File: config.mk
export PLATFORM = sky130hd
export DESIGN_NAME = alkqsh
export DESIGN_NICKNAME = d
export VERILOG_FILES = /design/src/rtl/alkqsh_pkg.sv /design/src/rtl/alkqsh_stepcnt.sv /design/src/rtl/alkqsh.sv
export SDC_FILE = /design/constraint.sdc
export NUM_CORES = 1
export LEC_CHECK = 0
export BUFFER_PORTS_ARGS = -buffer_cell sky130_fd_sc_hd__buf_2
export CORE_MARGIN = 2
export CORE_UTILIZATION = 25
export CTS_BUF_LIST = sky130_fd_sc_hd__clkbuf_8
export DETAILED_ROUTE_END_ITERATION = 10
export GPL_TIMING_DRIVEN = 0
export HOLD_SLACK_MARGIN = 0.12
export PLACE_DENSITY = 0.52
export SYNTH_ARGS = -nofsm -noshare
export SYNTH_HDL_FRONTEND = slang
export SYNTH_SLANG_ARGS = --single-unit
File: constraint.sdc
create_clock -name clk -period 1.7 [get_ports clk]
set_input_delay 0.17 -clock clk [delete_from_list [all_inputs] [get_ports clk]]
set_output_delay 0.17 -clock clk [all_outputs]
set_load 0.01 [all_outputs]
File: src/rtl/alkqsh_pkg.sv
// Shared ALK Q-shifter definitions: shift-in source encodings, default widths
// and the shift-direction decode used by the Q shifter.
package alkqsh_pkg;

  localparam int unsigned WIDTH_DEF = 32;
  localparam int unsigned CNT_W_DEF = 5;
  localparam int unsigned SEL_W     = 3;

  localparam logic [SEL_W-1:0] SIN_ZERO   = 3'd0;
  localparam logic [SEL_W-1:0] SIN_ONE    = 3'd1;
  localparam logic [SEL_W-1:0] SIN_CARRY  = 3'd2;
  localparam logic [SEL_W-1:0] SIN_SIGN   = 3'd3;
  localparam logic [SEL_W-1:0] SIN_QLINK  = 3'd4;
  localparam logic [SEL_W-1:0] SIN_NCARRY = 3'd5;
  localparam logic [SEL_W-1:0] SIN_ROTL   = 3'd6;
  localparam logic [SEL_W-1:0] SIN_RSVD   = 3'd7;

  typedef struct packed {
    logic shl;
    logic shr;
  } shift_dir_t;

  // A direction is only valid when exactly one of the two enables is set.
  function automatic shift_dir_t shift_dir(input logic shl_en, input logic shr_en);
    shift_dir_t d;
    d.shl = shl_en & ~shr_en;
    d.shr = shr_en & ~shl_en;
    return d;
  endfunction

endpackage

File: src/rtl/alkqsh_stepcnt.sv
// Step iteration counter for multi-cycle MUL/DIV loops: loadable down-counter
// with a busy flag and a one-cycle done pulse on reaching zero.
module alkqsh_stepcnt #(
  parameter int unsigned CNT_W = 5
) (
  input  logic             clk,
  input  logic             reset_h,
  input  logic             start_h,
  input  logic [CNT_W-1:0] init,
  input  logic             dec_h,
  output logic             busy_h,
  output logic             done_h
);

  logic [CNT_W-1:0] cnt;
  logic [CNT_W-1:0] cnt_nxt;
  logic             done_nxt;

  always_ff @(posedge clk or posedge reset_h) begin
    if (reset_h) begin
      cnt    <= '0;
      busy_h <= 1'b0;
      done_h <= 1'b0;
    end else begin
      cnt    <= cnt_nxt;
      busy_h <= (cnt_nxt != '0);
      done_h <= done_nxt;
    end
  end

  // Start wins over decrement; a zero-length start completes immediately.
  always_comb begin
    cnt_nxt  = cnt;
    done_nxt = 1'b0;
    if (start_h) begin
      cnt_nxt  = init;
      done_nxt = (init == '0);
    end else if (dec_h && (cnt != '0)) begin
      cnt_nxt  = cnt - CNT_W'(1);
      done_nxt = (cnt == CNT_W'(1));
    end
  end

endmodule

File: src/rtl/alkqsh.sv
// ALK Q-register shifter and ALU shift-in source select.
// Optional step counter enabled by defining ALK_QSH_STEP_CNT_EN.
module alkqsh
  import alkqsh_pkg::*;
#(
  parameter int unsigned WIDTH = WIDTH_DEF,
  parameter int unsigned CNT_W = CNT_W_DEF
) (
  input  logic             clk,
  input  logic             reset_h,
  input  logic             alu_shl_en_h,
  input  logic             alu_shr_en_h,
  input  logic [2:0]       sin_sel,
  input  logic             alu_c_h,
  input  logic             alu_n_h,
  input  logic             alu_sout_shl_h,
  input  logic             alu_sout_shr_h,
  input  logic             q_ld_h,
  input  logic [WIDTH-1:0] q_d_h,
  input  logic             q_shift_en_h,
  input  logic             step_start_h,
  input  logic [CNT_W-1:0] step_init,
  output logic             alu_sin_h,
  output logic [WIDTH-1:0] q_h,
  output logic             step_busy_h,
  output logic             step_done_h
);

  shift_dir_t       dir;
  logic             shift_fire;
  logic             qin;
  logic [WIDTH-1:0] q_nxt;

  assign dir        = shift_dir(alu_shl_en_h, alu_shr_en_h);
  assign shift_fire = ~q_ld_h & q_shift_en_h & (dir.shl | dir.shr);
  assign qin        = (sin_sel == SIN_NCARRY) ? ~alu_c_h : alu_sout_shl_h;

  // Shift-in source to the ALU; forced low without a valid direction.
  always_comb begin
    alu_sin_h = 1'b0;
    if (dir.shl || dir.shr) begin
      case (sin_sel)
        SIN_ZERO:   alu_sin_h = 1'b0;
        SIN_ONE:    alu_sin_h = 1'b1;
        SIN_CARRY:  alu_sin_h = alu_c_h;
        SIN_SIGN:   alu_sin_h = alu_n_h;
        SIN_QLINK:  alu_sin_h = dir.shl ? q_h[WIDTH-1] : q_h[0];
        SIN_NCARRY: alu_sin_h = ~alu_c_h;
        SIN_ROTL:   alu_sin_h = dir.shl ? alu_sout_shl_h : alu_sout_shr_h;
        default:    alu_sin_h = 1'b0;
      endcase
    end
  end

  always_comb begin
    q_nxt = q_h;
    if (q_ld_h) begin
      q_nxt = q_d_h;
    end else if (shift_fire && dir.shl) begin
      q_nxt = {q_h[WIDTH-2:0], qin};
    end else if (shift_fire && dir.shr) begin
      q_nxt = {alu_sout_shr_h, q_h[WIDTH-1:1]};
    end
  end

  always_ff @(posedge clk or posedge reset_h) begin
    if (reset_h) begin
      q_h <= '0;
    end else begin
      q_h <= q_nxt;
    end
  end

`ifdef ALK_QSH_STEP_CNT_EN
  alkqsh_stepcnt #(
    .CNT_W (CNT_W)
  ) u_stepcnt (
    .clk     (clk),
    .reset_h (reset_h),
    .start_h (step_start_h),
    .init    (step_init),
    .dec_h   (shift_fire),
    .busy_h  (step_busy_h),
    .done_h  (step_done_h)
  );
`else
  logic unused_step;
  assign unused_step = ^{step_start_h, step_init};
  assign step_busy_h = 1'b0;
  assign step_done_h = 1'b0;
`endif

endmodule

=== Word level (Yosys, flattened, before mapping) ===
Cells that the tools add are included.

* Register bits: 32
* Input port bits: 51
* RAM bits: 0
* Bits in latches: 0
* Bits in read-only memories: 0
* Logic and storage cells: 28
* Memories kept: 0

* Shifts and indexed selects: 0
* Eq/ne operators: 6
* Add/sub/neg operators: 0
* Multiplexer cells: 8
* Multipliers: 0
* Bitwise gates (word level): 9
* Reductions and logical operators: 4
* Order comparisons: 0
* Divide/modulo/power cells: 0

{| class="wikitable"
|+ Operators with widths
! cell !! count
|-
| $mux 32 || 3
|-
| $eq 3x3->1 const B || 3
|-
| $eq 3x2->1 const B || 2
|-
| $pmux 1 s6 || 1
|-
| $and 1x1->1 || 4
|-
| $mux 1 || 4
|-
| $not 1->1 || 4
|-
| $eq 3x1->1 const B || 1
|-
| $reduce_bool 3->1 || 1
|-
| $logic_and 1x1->1 || 2
|-
| $logic_or 1x1->1 || 1
|-
| $or 1x1->1 || 1
|}

=== Logic depth before layout (Yosys ltp) ===
Gate-level depths: netlist of run 1.

* Depth in word-level cells: 8
* Mapped depth: 6
* Depth with buffers taken out: 5

=== Worst setup path after synthesis of run 1 ===
OpenSTA, ideal clock, no wires.

* Path type: in2reg
* From: input port alu_shr_en_h
* To: register q_h[10]
* Stages: 6
* Data arrival time: 1216 ps
* Setup time: 111 ps
* Buffers on the path: 1
* Path slack: 373 ps
* Cells stage by stage: inv_1 > ha_1 > nand2_2 > buf_4 > mux2i_1 > a222oi_1

* Word-level cells in the longest chain between the ends: 7
* Elaborated cells between the ends (all ways): 10
* Classes of those cells: 2 x mux; 5 x bitwise; 3 x reduce/logical

{| class="wikitable"
|+ RTL lines
! what !! RTL line !! RTL
|-
| from (decl) || alkqsh.sv:12 || <nowiki>input logic alu_shr_en_h,</nowiki>
|-
| $not 1->1 || alkqsh_pkg.sv:26 || <nowiki>d.shl = shl_en & ~shr_en;</nowiki>
|-
| $and 1x1->1 || alkqsh_pkg.sv:26 ||
|-
| $or 1x1->1 || alkqsh.sv:35 || <nowiki>assign shift_fire = ~q_ld_h & q_shift_en_h & (dir.shl | dir.shr);</nowiki>
|-
| $and 1x1->1 || alkqsh.sv:35 ||
|-
| $logic_and 1x1->1 || alkqsh.sv:59 || <nowiki>end else if (shift_fire && dir.shl) begin</nowiki>
|-
| $mux 32 || alkqsh.sv:59 ||
|-
| $mux 32 || alkqsh.sv:57 || <nowiki>if (q_ld_h) begin</nowiki>
|-
| to (signal assigned) || alkqsh.sv:70 || <nowiki>q_h <= q_nxt;</nowiki>
|-
| to (decl) || alkqsh.sv:24 || <nowiki>output logic [WIDTH-1:0] q_h,</nowiki>
|}

Several ways; a longest one is shown, not always the timed one.
A chain may end at the register's enable or synchronous reset.

=== Worst setup path in the final report of run 1 ===
* From: register q_h[0]
* To: output port alu_sin_h

* Word-level cells in the longest chain between the ends: 3

{| class="wikitable"
|+ RTL lines
! what !! RTL line !! RTL
|-
| $mux 1 || alkqsh.sv:47 || <nowiki>SIN_QLINK: alu_sin_h = dir.shl ? q_h[WIDTH-1] : q_h[0];</nowiki>
|-
| $pmux 1 s6 || alkqsh.sv:42 || <nowiki>case (sin_sel)</nowiki>
|-
| $mux 1 || alkqsh.sv:41 || <nowiki>if (dir.shl || dir.shr) begin</nowiki>
|-
| to (decl) || alkqsh.sv:23 || <nowiki>output logic alu_sin_h,</nowiki>
|}

No other way between the ends.

==> results.py, run 1 <==
metrics = {
    "status": {
        "status": "finished clean",
    },
    "critical_path": {
        "cp-start-kind": "register",
        "r2r_cells": 2,
        "cpLargestDelayFamily": "flip-flops",
        "cp.depth": 4,
        "setup.worst_path.end_class": "primary output",
        "crit_chain": "mux2_4 -> a211o_1 -> and3_1 -> buf_2",
        "cp.arrival_ns": 1.46,
        "slowest_stage": "dfrtp_1",
        "critPathKind": "reg2out",
        "crit_buf_inv": 1,
        "path_max_fanout": 2,
        "max_stage_delay_ns": 0.38,
        "cp.required_ns": 1.53,
    },
    "placed_design": {
        "dp_hpwl_mm": 4.15,
        "numPortBuffers": 76,
        "place_congestion": 0.735,
        "dpl_cell_area_sq_um": 2490,
    },
    "yosys": {
        "async_flop_share_pct": 100,
        "synth_ff_type": "dfrtp_1",
        "synth-seq-cells": 32,
        "synth_cells": 202,
        "mappedNetlistArea_sq_um": 1980,
        "synth-edff-count": 0,
        "synthDistinctLibCells": 31,
        "seq_area_frac_synth_pct": 40.4,
        "yosys_warnings": 0,
        "syn_avg_cell_area_sq_um": 9.82,
    },
    "floorplan": {
        "die_x_microns": 93.1,
        "design.core.area_sq_um": 7690,
        "ios": 86,
        "num_rows": 32,
        "die_h_microns": 93.1,
        "initial_utilization_pct": 25.8,
        "fp.dieArea_sq_um": 8660,
    },
    "finish": {
        "regMostFlops": "q_h",
        "final_net_count": 343,
        "multiInputGateArea_sq_um": 846,
        "drive_above_1_share_pct": 35.5,
        "largest_reg_flops": 32,
        "nFillCells": 861,
        "regArea_sq_um": 801,
        "reg.largest.list": "q_h: 32 flops",
        "diodes": 0,
        "area_growth_pct": 32.7,
        "fin_area_sq_um": 2630,
    },
    "clock_tree": {
        "worstSkewPairLatency_ns": 0.29,
        "cts_sinks": 32,
        "cts-root-buf": "clkbuf_8",
        "htree_levels": 2,
        "cts-buffers-inserted": 5,
        "max-clock-path-buffers": 2,
        "cts_tree": "done",
        "clk_pin_slew_worst_paths_ns": 0.08,
    },
    "detailed_routing": {
        "routedWlPerCell_microns": 14.7,
        "first_pass_iters": 9,
        "antenna_left": 0,
        "vias": 1860,
        "drt_iter0_drc": 207,
        "drc": 0,
        "via_per_inst": 4.74,
        "wl_mm": 5.75,
    },
    "power": {
        "peakVddDrop_uv": 361,
        "p_leak_nw": 1.63,
        "cellPowerDensity_nw_per_um2": 867,
    },
    "sta": {
        "final.setup.tns_ns": 0,
        "fmax_ghz": 0.615,
        "slew_viol_final": 0,
        "post-route-period-util_pct": 95.7,
        "layout_min_cycle_time_ns": 1.63,
        "skew_ns": 0.00792,
        "tightest_slew_ns": 0.729,
        "setup_viol_count_final": 0,
        "hold_viol_final": 0,
        "rsz0062_at_grt": "false",
        "max_slew_margin_pct": 51.3,
    },
    "global_route": {
        "grt_pass1_wl_mm": 9.34,
        "grt-ovfl-total": 0,
        "grt_max_degree": 33,
        "first_global_vias": 1826,
        "grt_util_all_layers_pct": 13.4,
        "antenna_found_initial": 0,
    },
    "hold_path": {
        "whs_path_depth": 3,
        "hold_path_class": "in2reg",
    },
    "run": {
        "maxCapViolCount": 0,
    },
}
## final cells by class
cell class,count,area share (%)
Sequential cell,32,30.4
Clock buffer,5,2.62
Buffer,15,3.52
Tap cell,102,4.85
Inverter,67,9.56
Timing Repair Buffer,79,15.4
Multi-Input combinational cell,89,32.1
Clock inverter,3,1.47
## worst min-delay path: stages
cell	delay, ns
buf_2	0.10
inv_1	0.04
a222oi_1	0.08
## logic make-up (layout without fill, tap and decap cells)
group,after synthesis,after routing,share of synthesized area (%)
buffers and inverters,82,169,17.3
AO/OA/AOI/OAI,40,40,19.1
multiplexers,33,33,16.7
flip-flops,32,32,40.4
AND/OR/NAND/NOR,11,11,4.42
adder cells (fa/ha/maj),3,3,1.89
other,1,2,0.189
## power breakdown
group / total, mW / leakage (nW) / switching, mW / internal [mW]
sequential: 0.975 / 0.361 / 0.115 / 0.861
clock: 0.730 / 0.0593 / 0.300 / 0.429
combinational: 0.576 / 1.21 / 0.300 / 0.277
## through the flow
stage	worst slack (ns)	total power, mW	utilization (%)	instances	hold WS, ns
after floorplan	0.373	1.30	-	203	0.286
after global placement	-0.0189	1.54	32.5	381	0.441
after detailed placement	-0.0327	1.56	32.5	381	0.449
after CTS	0.0254	2.31	34.1	391	0.137
after global routing	0.0123	2.42	34.2	392	0.145
final	0.0734	2.28	34.2	392	0.140
## final timing paths
path / start / end / slack, ns
max: q_h[0] / alu_sin_h / 0.07
max reg2reg: q_h[1] / q_h[0] / 0.68
min reg2reg: q_h[14] / q_h[14] / 0.57
min in group asynchronous: reset_h / q_h[26] / 0.55
min: q_d_h[2] / q_h[2] / 0.14
max in group asynchronous: reset_h / q_h[11] / 0.67
## cells in the final DEF, fill, tap and decap left out
cell type,netlist,layout
dlygate4sd3_1,0,1
buf_2,5,81
a21oi_1,1,1
nor2_1,1,1
o2bb2ai_1,1,1
buf_6,1,1
and4b_2,1,1
or2b_1,1,1
and3_1,1,1
clkbuf_8,0,5
nand2_2,1,1
o21a_1,1,1
o311ai_0,1,1
o21ai_0,1,1
mux2i_1,32,32
nor2b_1,1,1
mux2_4,0,1
nand2b_2,1,1
inv_1,67,67
dfrtp_1,32,32
or4_1,1,1
nand3b_4,1,1
a222oi_1,31,31
clkinv_2,0,1
conb_1,1,2
nand2_1,1,1
a211o_1,1,1
o221ai_1,1,1
a31oi_1,1,1
nand2b_1,1,1
buf_4,6,8
bufinv_16,0,1
clkbuf_1,3,3
ha_1,3,3
a32oi_1,1,1
inv_2,0,1
## routing by layer
layer,part of all wire [%],routed length [microns],track usage (%)
met1,46,2630,18.7
met2,47,2700,21.1
met3,6.6,381,3.22
met4,0.76,44,2.94
met5,0,0,0
## repair_timing
| action | CTS | global route |
|---|---|---|
| hold buffers | 0 | 1 |
| gates cloned | 0 | 0 |
| pin swaps | 1 | 1 |
| setup endpoints to repair | 1 | 1 |
| endpoints found under the hold margin | 0 | 32 |
| gates resized for setup | 1 | 0 |
| buffers inserted | 2 | 0 |
## cells in the mapped netlist, drive strengths merged, types with 2 or more instances
master / count / area [sq um]
a222oi: 31 / 310
nand2b: 2 / 15.0
ha: 3 / 37.5
mux2i: 32 / 320
clkbuf: 3 / 11.3
inv: 67 / 251
dfrtp: 32 / 801
nand2: 2 / 10.0
buf: 12 / 81.3
(Power assumes the default switching activity.)
==> run 2, diff against run 1 <==
--- a/config.mk
+++ b/config.mk
@@ -6,6 +6,7 @@
 export NUM_CORES = 1
 export LEC_CHECK = 0
 export BUFFER_PORTS_ARGS = -buffer_cell sky130_fd_sc_hd__buf_2
+export CORE_ASPECT_RATIO = 0.75
 export CORE_MARGIN = 2
 export CORE_UTILIZATION = 25
 export CTS_BUF_LIST = sky130_fd_sc_hd__clkbuf_8
==> results.py, run 2 (same netlist as run 1, synthesis figures left out) <==
metrics = {
    "hold_path": {
        "whs_path_depth": 3,
        "hold_path_class": "in2reg",
        "min_from": "q_d_h[23]",
        "hold_end": "q_h[23]",
    },
    "critical_path": {
        "max_stage_delay_ns": 0.41,
        "crit_chain": "mux2_4 -> a211o_1 -> and3_1 -> buf_2",
        "path_max_fanout": 2,
        "setup.worst_path.end_class": "primary output",
        "cp.arrival_ns": 1.48,
        "critPathKind": "reg2out",
        "cp.required_ns": 1.53,
        "r2r_start": "q_h[1]",
        "slowest_stage": "dfrtp_1",
        "r2r_cells": 2,
        "timing.rr.end": "q_h[0]",
        "r2r_slack_ns": 0.66,
        "cp-start-kind": "register",
    },
    "clock_tree": {
        "cts-root-buf": "clkbuf_8",
        "worstSkewPairLatency_ns": 0.28,
        "cts_tree": "done",
        "clk_pin_slew_worst_paths_ns": 0.07,
        "cts_sinks": 32,
        "max-clock-path-buffers": 2,
        "cts-buffers-inserted": 5,
        "htree_levels": 2,
    },
    "floorplan": {
        "num_rows": 28,
        "initial_utilization_pct": 25.5,
        "fp.dieArea_sq_um": 8670,
        "ios": 86,
        "die_x_microns": 107,
        "die_h_microns": 81.1,
        "design.core.area_sq_um": 7780,
    },
    "finish": {
        "fin_area_sq_um": 2620,
        "diodes": 0,
        "final_common_cell": "buf_2",
        "area_growth_pct": 32.1,
        "largest_reg_flops": 32,
        "reg.largest.list": "q_h: 32 flops",
        "final_net_count": 343,
        "regMostFlops": "q_h",
        "mostFrequentLayoutCells": "81 x buf_2, 66 x inv_1, 32 x mux2i_1, 32 x dfrtp_1, 31 x a222oi_1",
        "drive_above_1_share_pct": 35.9,
    },
    "detailed_routing": {
        "routedWlPerCell_microns": 14.7,
        "drc": 0,
        "vias": 1842,
        "first_pass_iters": 8,
        "antenna_left": 0,
        "via_per_inst": 4.66,
        "wl_mm": 5.82,
        "drt_iter0_drc": 237,
    },
    "status": {
        "status": "finished clean",
    },
    "sta": {
        "skew_ns": 0.00594,
        "fmax_ghz": 0.608,
        "max_slew_margin_pct": 52.0,
        "rsz0062_at_grt": "false",
        "post-route-period-util_pct": 96.8,
        "hold_viol_final": 0,
        "final.setup.tns_ns": 0,
        "layout_min_cycle_time_ns": 1.65,
        "hold_slack_ns": 0.145,
        "slew_viol_final": 0,
        "tightest_slew_ns": 0.719,
        "setup_viol_count_final": 0,
    },
    "power": {
        "cellPowerDensity_nw_per_um2": 827,
        "p_switching_mw": 0.707,
        "power_frac_seq_pct": 45.0,
        "power.internal_mw": 1.46,
        "p_sw_share_pct": 32.6,
        "p_leak_nw": 1.62,
        "p_clk_share_pct": 28.2,
        "peakVddDrop_uv": 281,
        "combPwrFrac_pct": 26.8,
    },
    "placed_design": {
        "numPortBuffers": 76,
        "dpl_cell_area_sq_um": 2500,
        "place_congestion": 0.702,
        "dp_hpwl_mm": 4.15,
    },
    "global_route": {
        "first_global_vias": 1801,
        "grt_max_degree": 33,
        "grt-ovfl-total": 0,
        "grt_pass1_wl_mm": 9.09,
        "grt_util_all_layers_pct": 13.4,
        "antenna_found_initial": 0,
    },
    "run": {
        "maxCapViolCount": 0,
    },
}
==> run 2: layout make-up <==
type,instances,area [sq um]
fill,833,5160
multi-input combinational,89,846
sequential,32,801
timing repair buffer,79,405
inverter,67,251
tap,105,131
buffer,15,92.6
clock buffer,6,82.6
clock inverter,2,10.0
==> run 2: metrics by stage <==
step	setup slack (ns)	total power, mW	util (%)	std cells
global route	0.00361	2.32	33.7	395
floorplan	0.373	1.30	-	203
global placement	-0.00447	1.55	32.1	384
finish	0.0542	2.17	33.7	395
CTS	0.000499	2.20	33.6	394
detailed placement	0.00117	1.56	32.1	384
==> run 2: power groups by stage <==
stage          sequential, mW  combinational [mW]  clock [mW]
2_1_floorplan            1.01               0.293           0
3_3_place_gp            0.992               0.556           0
3_5_place_dp            0.993               0.565           0
4_1_cts                 0.976               0.584       0.643
5_1_grt                 0.993               0.648       0.676
6_report                0.975               0.580       0.612
==> run 2: how the worst max path moves through the flow <==
stage	startpoint	to	slack, ns	cells after the start
floorplan	alu_shr_en_h	q_h[10]	0.37	6
global placement	alu_shl_en_h	q_h[11]	-0.004	7
detailed placement	alu_shl_en_h	q_h[28]	0.001	7
CTS	q_h[31]	alu_sin_h	0.0005	4
global route	q_h[31]	alu_sin_h	0.004	4
finish	q_h[31]	alu_sin_h	0.05	4
==> run 2: layer usage <==
metal,share of wire (%),GRT usage (%),wire length [microns],up-vias
met5,0,0,0,-
met4,0.86,4.16,50,0
met3,7.6,3.13,443,5
met2,43,19.7,2500,75
met1,48,19.5,2820,877
li1,-,-,-,885
==> run 2: what timing repair did <==
| item | 4_1_cts | 5_1_grt |
|---|---|---|
| setup endpoints to repair | 1 | 1 |
| pin swaps | 1 | 1 |
| buffers inserted | 2 | 0 |
| resized for setup | 1 | 0 |
| hold buffers | 0 | 1 |
| hold endpoints to repair | 0 | 32 |
==> run 2: worst max-delay path: cells and delay by family (launching register included) <==
kind,cells,cell delay [ns]
mux,1,0.27
flops,1,0.41
buf+inv,1,0.13
simple gates,1,0.14
compound gates,1,0.24
==> run 3, diff against run 2 <==
--- a/config.mk
+++ b/config.mk
@@ -7,7 +7,6 @@
 export LEC_CHECK = 0
 export BUFFER_PORTS_ARGS = -buffer_cell sky130_fd_sc_hd__buf_2
 export CORE_ASPECT_RATIO = 0.75
-export CORE_MARGIN = 2
 export CORE_UTILIZATION = 25
 export CTS_BUF_LIST = sky130_fd_sc_hd__clkbuf_8
 export DETAILED_ROUTE_END_ITERATION = 10
==> results.py, run 3 (same netlist as run 1, synthesis figures left out) <==
metrics = {
    "status": {
        "status": "finished clean",
    },
    "detailed_routing": {
        "drc": 0,
        "vias": 1805,
        "wl_mm": 5.64,
        "antenna_left": 0,
        "via_per_inst": 4.62,
        "drt_iter0_drc": 170,
        "first_pass_iters": 5,
        "routedWlPerCell_microns": 14.4,
    },
    "sta": {
        "setup_viol_count_final": 0,
        "max_slew_margin_pct": 53.6,
        "skew_ns": 0.00907,
        "slew_viol_final": 0,
        "tightest_slew_ns": 0.694,
        "post-route-period-util_pct": 98.8,
        "hold_viol_final": 0,
        "final.setup.tns_ns": 0,
        "layout_setup_ws_ns": 0.0209,
        "layout_min_cycle_time_ns": 1.68,
        "rsz0062_at_grt": "true",
        "fmax_ghz": 0.596,
    },
    "global_route": {
        "antenna_found_initial": 0,
        "grt_pass1_wl_mm": 9.05,
        "grt_util_all_layers_pct": 13.9,
        "grt-ovfl-total": 0,
        "first_global_vias": 1775,
        "grt_max_degree": 33,
    },
    "finish": {
        "final_common_cell": "buf_2",
        "mostFrequentLayoutCells": "81 x buf_2, 66 x inv_1, 32 x mux2i_1, 32 x dfrtp_1, 31 x a222oi_1",
        "regMostFlops": "q_h",
        "diodes": 0,
        "drive_above_1_share_pct": 35.9,
        "fin_area_sq_um": 2650,
        "reg.largest.list": "q_h: 32 flops",
        "fin_util_pct": 35.3,
        "area_growth_pct": 33.6,
        "final_net_count": 343,
        "largest_reg_flops": 32,
        "nFillCells": 809,
    },
    "floorplan": {
        "die_h_microns": 79.1,
        "die_x_microns": 105,
        "num_rows": 27,
        "ios": 86,
        "design.core.area_sq_um": 7500,
        "initial_utilization_pct": 26.4,
        "fp.dieArea_sq_um": 8300,
    },
    "critical_path": {
        "setup.worst_path.end_class": "primary output",
        "cp.arrival_ns": 1.51,
        "cp.required_ns": 1.53,
        "path_max_fanout": 2,
        "critPathKind": "reg2out",
        "cp-start-kind": "register",
    },
    "placed_design": {
        "dp_hpwl_mm": 4.10,
        "dpl_cell_area_sq_um": 2490,
        "place_congestion": 0.767,
        "place_ws_ns": -0.0505,
        "numPortBuffers": 76,
    },
    "power": {
        "peakVddDrop_uv": 352,
        "p_leak_nw": 1.63,
        "power.total_mw": 2.36,
        "cellPowerDensity_nw_per_um2": 889,
    },
    "hold_path": {
        "hold_path_class": "in2reg",
    },
    "clock_tree": {
        "clk_pin_slew_worst_paths_ns": 0.07,
        "cts-root-buf": "clkbuf_8",
        "max-clock-path-buffers": 2,
        "cts_sinks": 32,
        "worstSkewPairLatency_ns": 0.28,
        "cts-buffers-inserted": 5,
        "cts_tree": "done",
        "htree_levels": 2,
    },
    "run": {
        "maxCapViolCount": 0,
    },
}
[run 3: report_power, final]
part           internal [mW]  switching (mW)  leakage, nW
Combinational          0.277           0.301         1.21
Sequential             0.861           0.114        0.361
Clock                  0.517           0.285       0.0645
Total                   1.65           0.700         1.63
[run 3: final timing paths]
kind / startpoint / endpoint / slack (ns) / cells after the start
min in group asynchronous: reset_h / q_h[14] / 0.54 / 3
max in group asynchronous: reset_h / q_h[19] / 0.70 / 3
setup / recovery: q_h[31] / alu_sin_h / 0.02 / 4
hold / removal: q_d_h[23] / q_h[23] / 0.15 / 3
setup reg to reg: q_h[1] / q_h[0] / 0.67 / 2
hold reg to reg: q_h[14] / q_h[14] / 0.57 / 2
[run 3: metrics by stage]
stage	hold WS (ns)	std cells
after floorplan	0.286	203
after global placement	0.442	380
after detailed placement	0.443	380
after CTS	0.138	390
after global routing	0.144	391
final	0.147	391
[run 3: repair_timing]
item	in CTS	in global routing
gates resized for setup	1	0
hold buffers	0	1
pin swaps	2	0
endpoints found under the hold margin	0	32
buffers inserted	2	0
setup endpoints to repair	1	1
[run 3: layout make-up]
cell class | instances | area [sq um] | area share [%]
well taps | 101 | 126 | 4.77
clock buffers | 7 | 96.3 | 3.64
plain buffers | 15 | 92.6 | 3.50
clock inverters | 1 | 30.0 | 1.13
flip-flops and latches | 32 | 801 | 30.2
multi-input cells | 89 | 846 | 31.9
inverters | 67 | 251 | 9.49
repair buffers | 79 | 405 | 15.3
[run 3: worst max-delay path, stage by stage, from the launching register on]
cell and delay [ns]:
dfrtp_1 0.42, mux2_4 0.28, a211o_1 0.25, and3_1 0.15, buf_2 0.13
[run 3: layer usage]
layer  routed length (microns)  global-route usage, %  up-vias
met3                       476                   3.78        2
met2                      2400                   20.9       82
li1                          -                      -      883
met1                      2750                   19.7      838
met5                         0                      0        -
met4                        16                   2.96        0
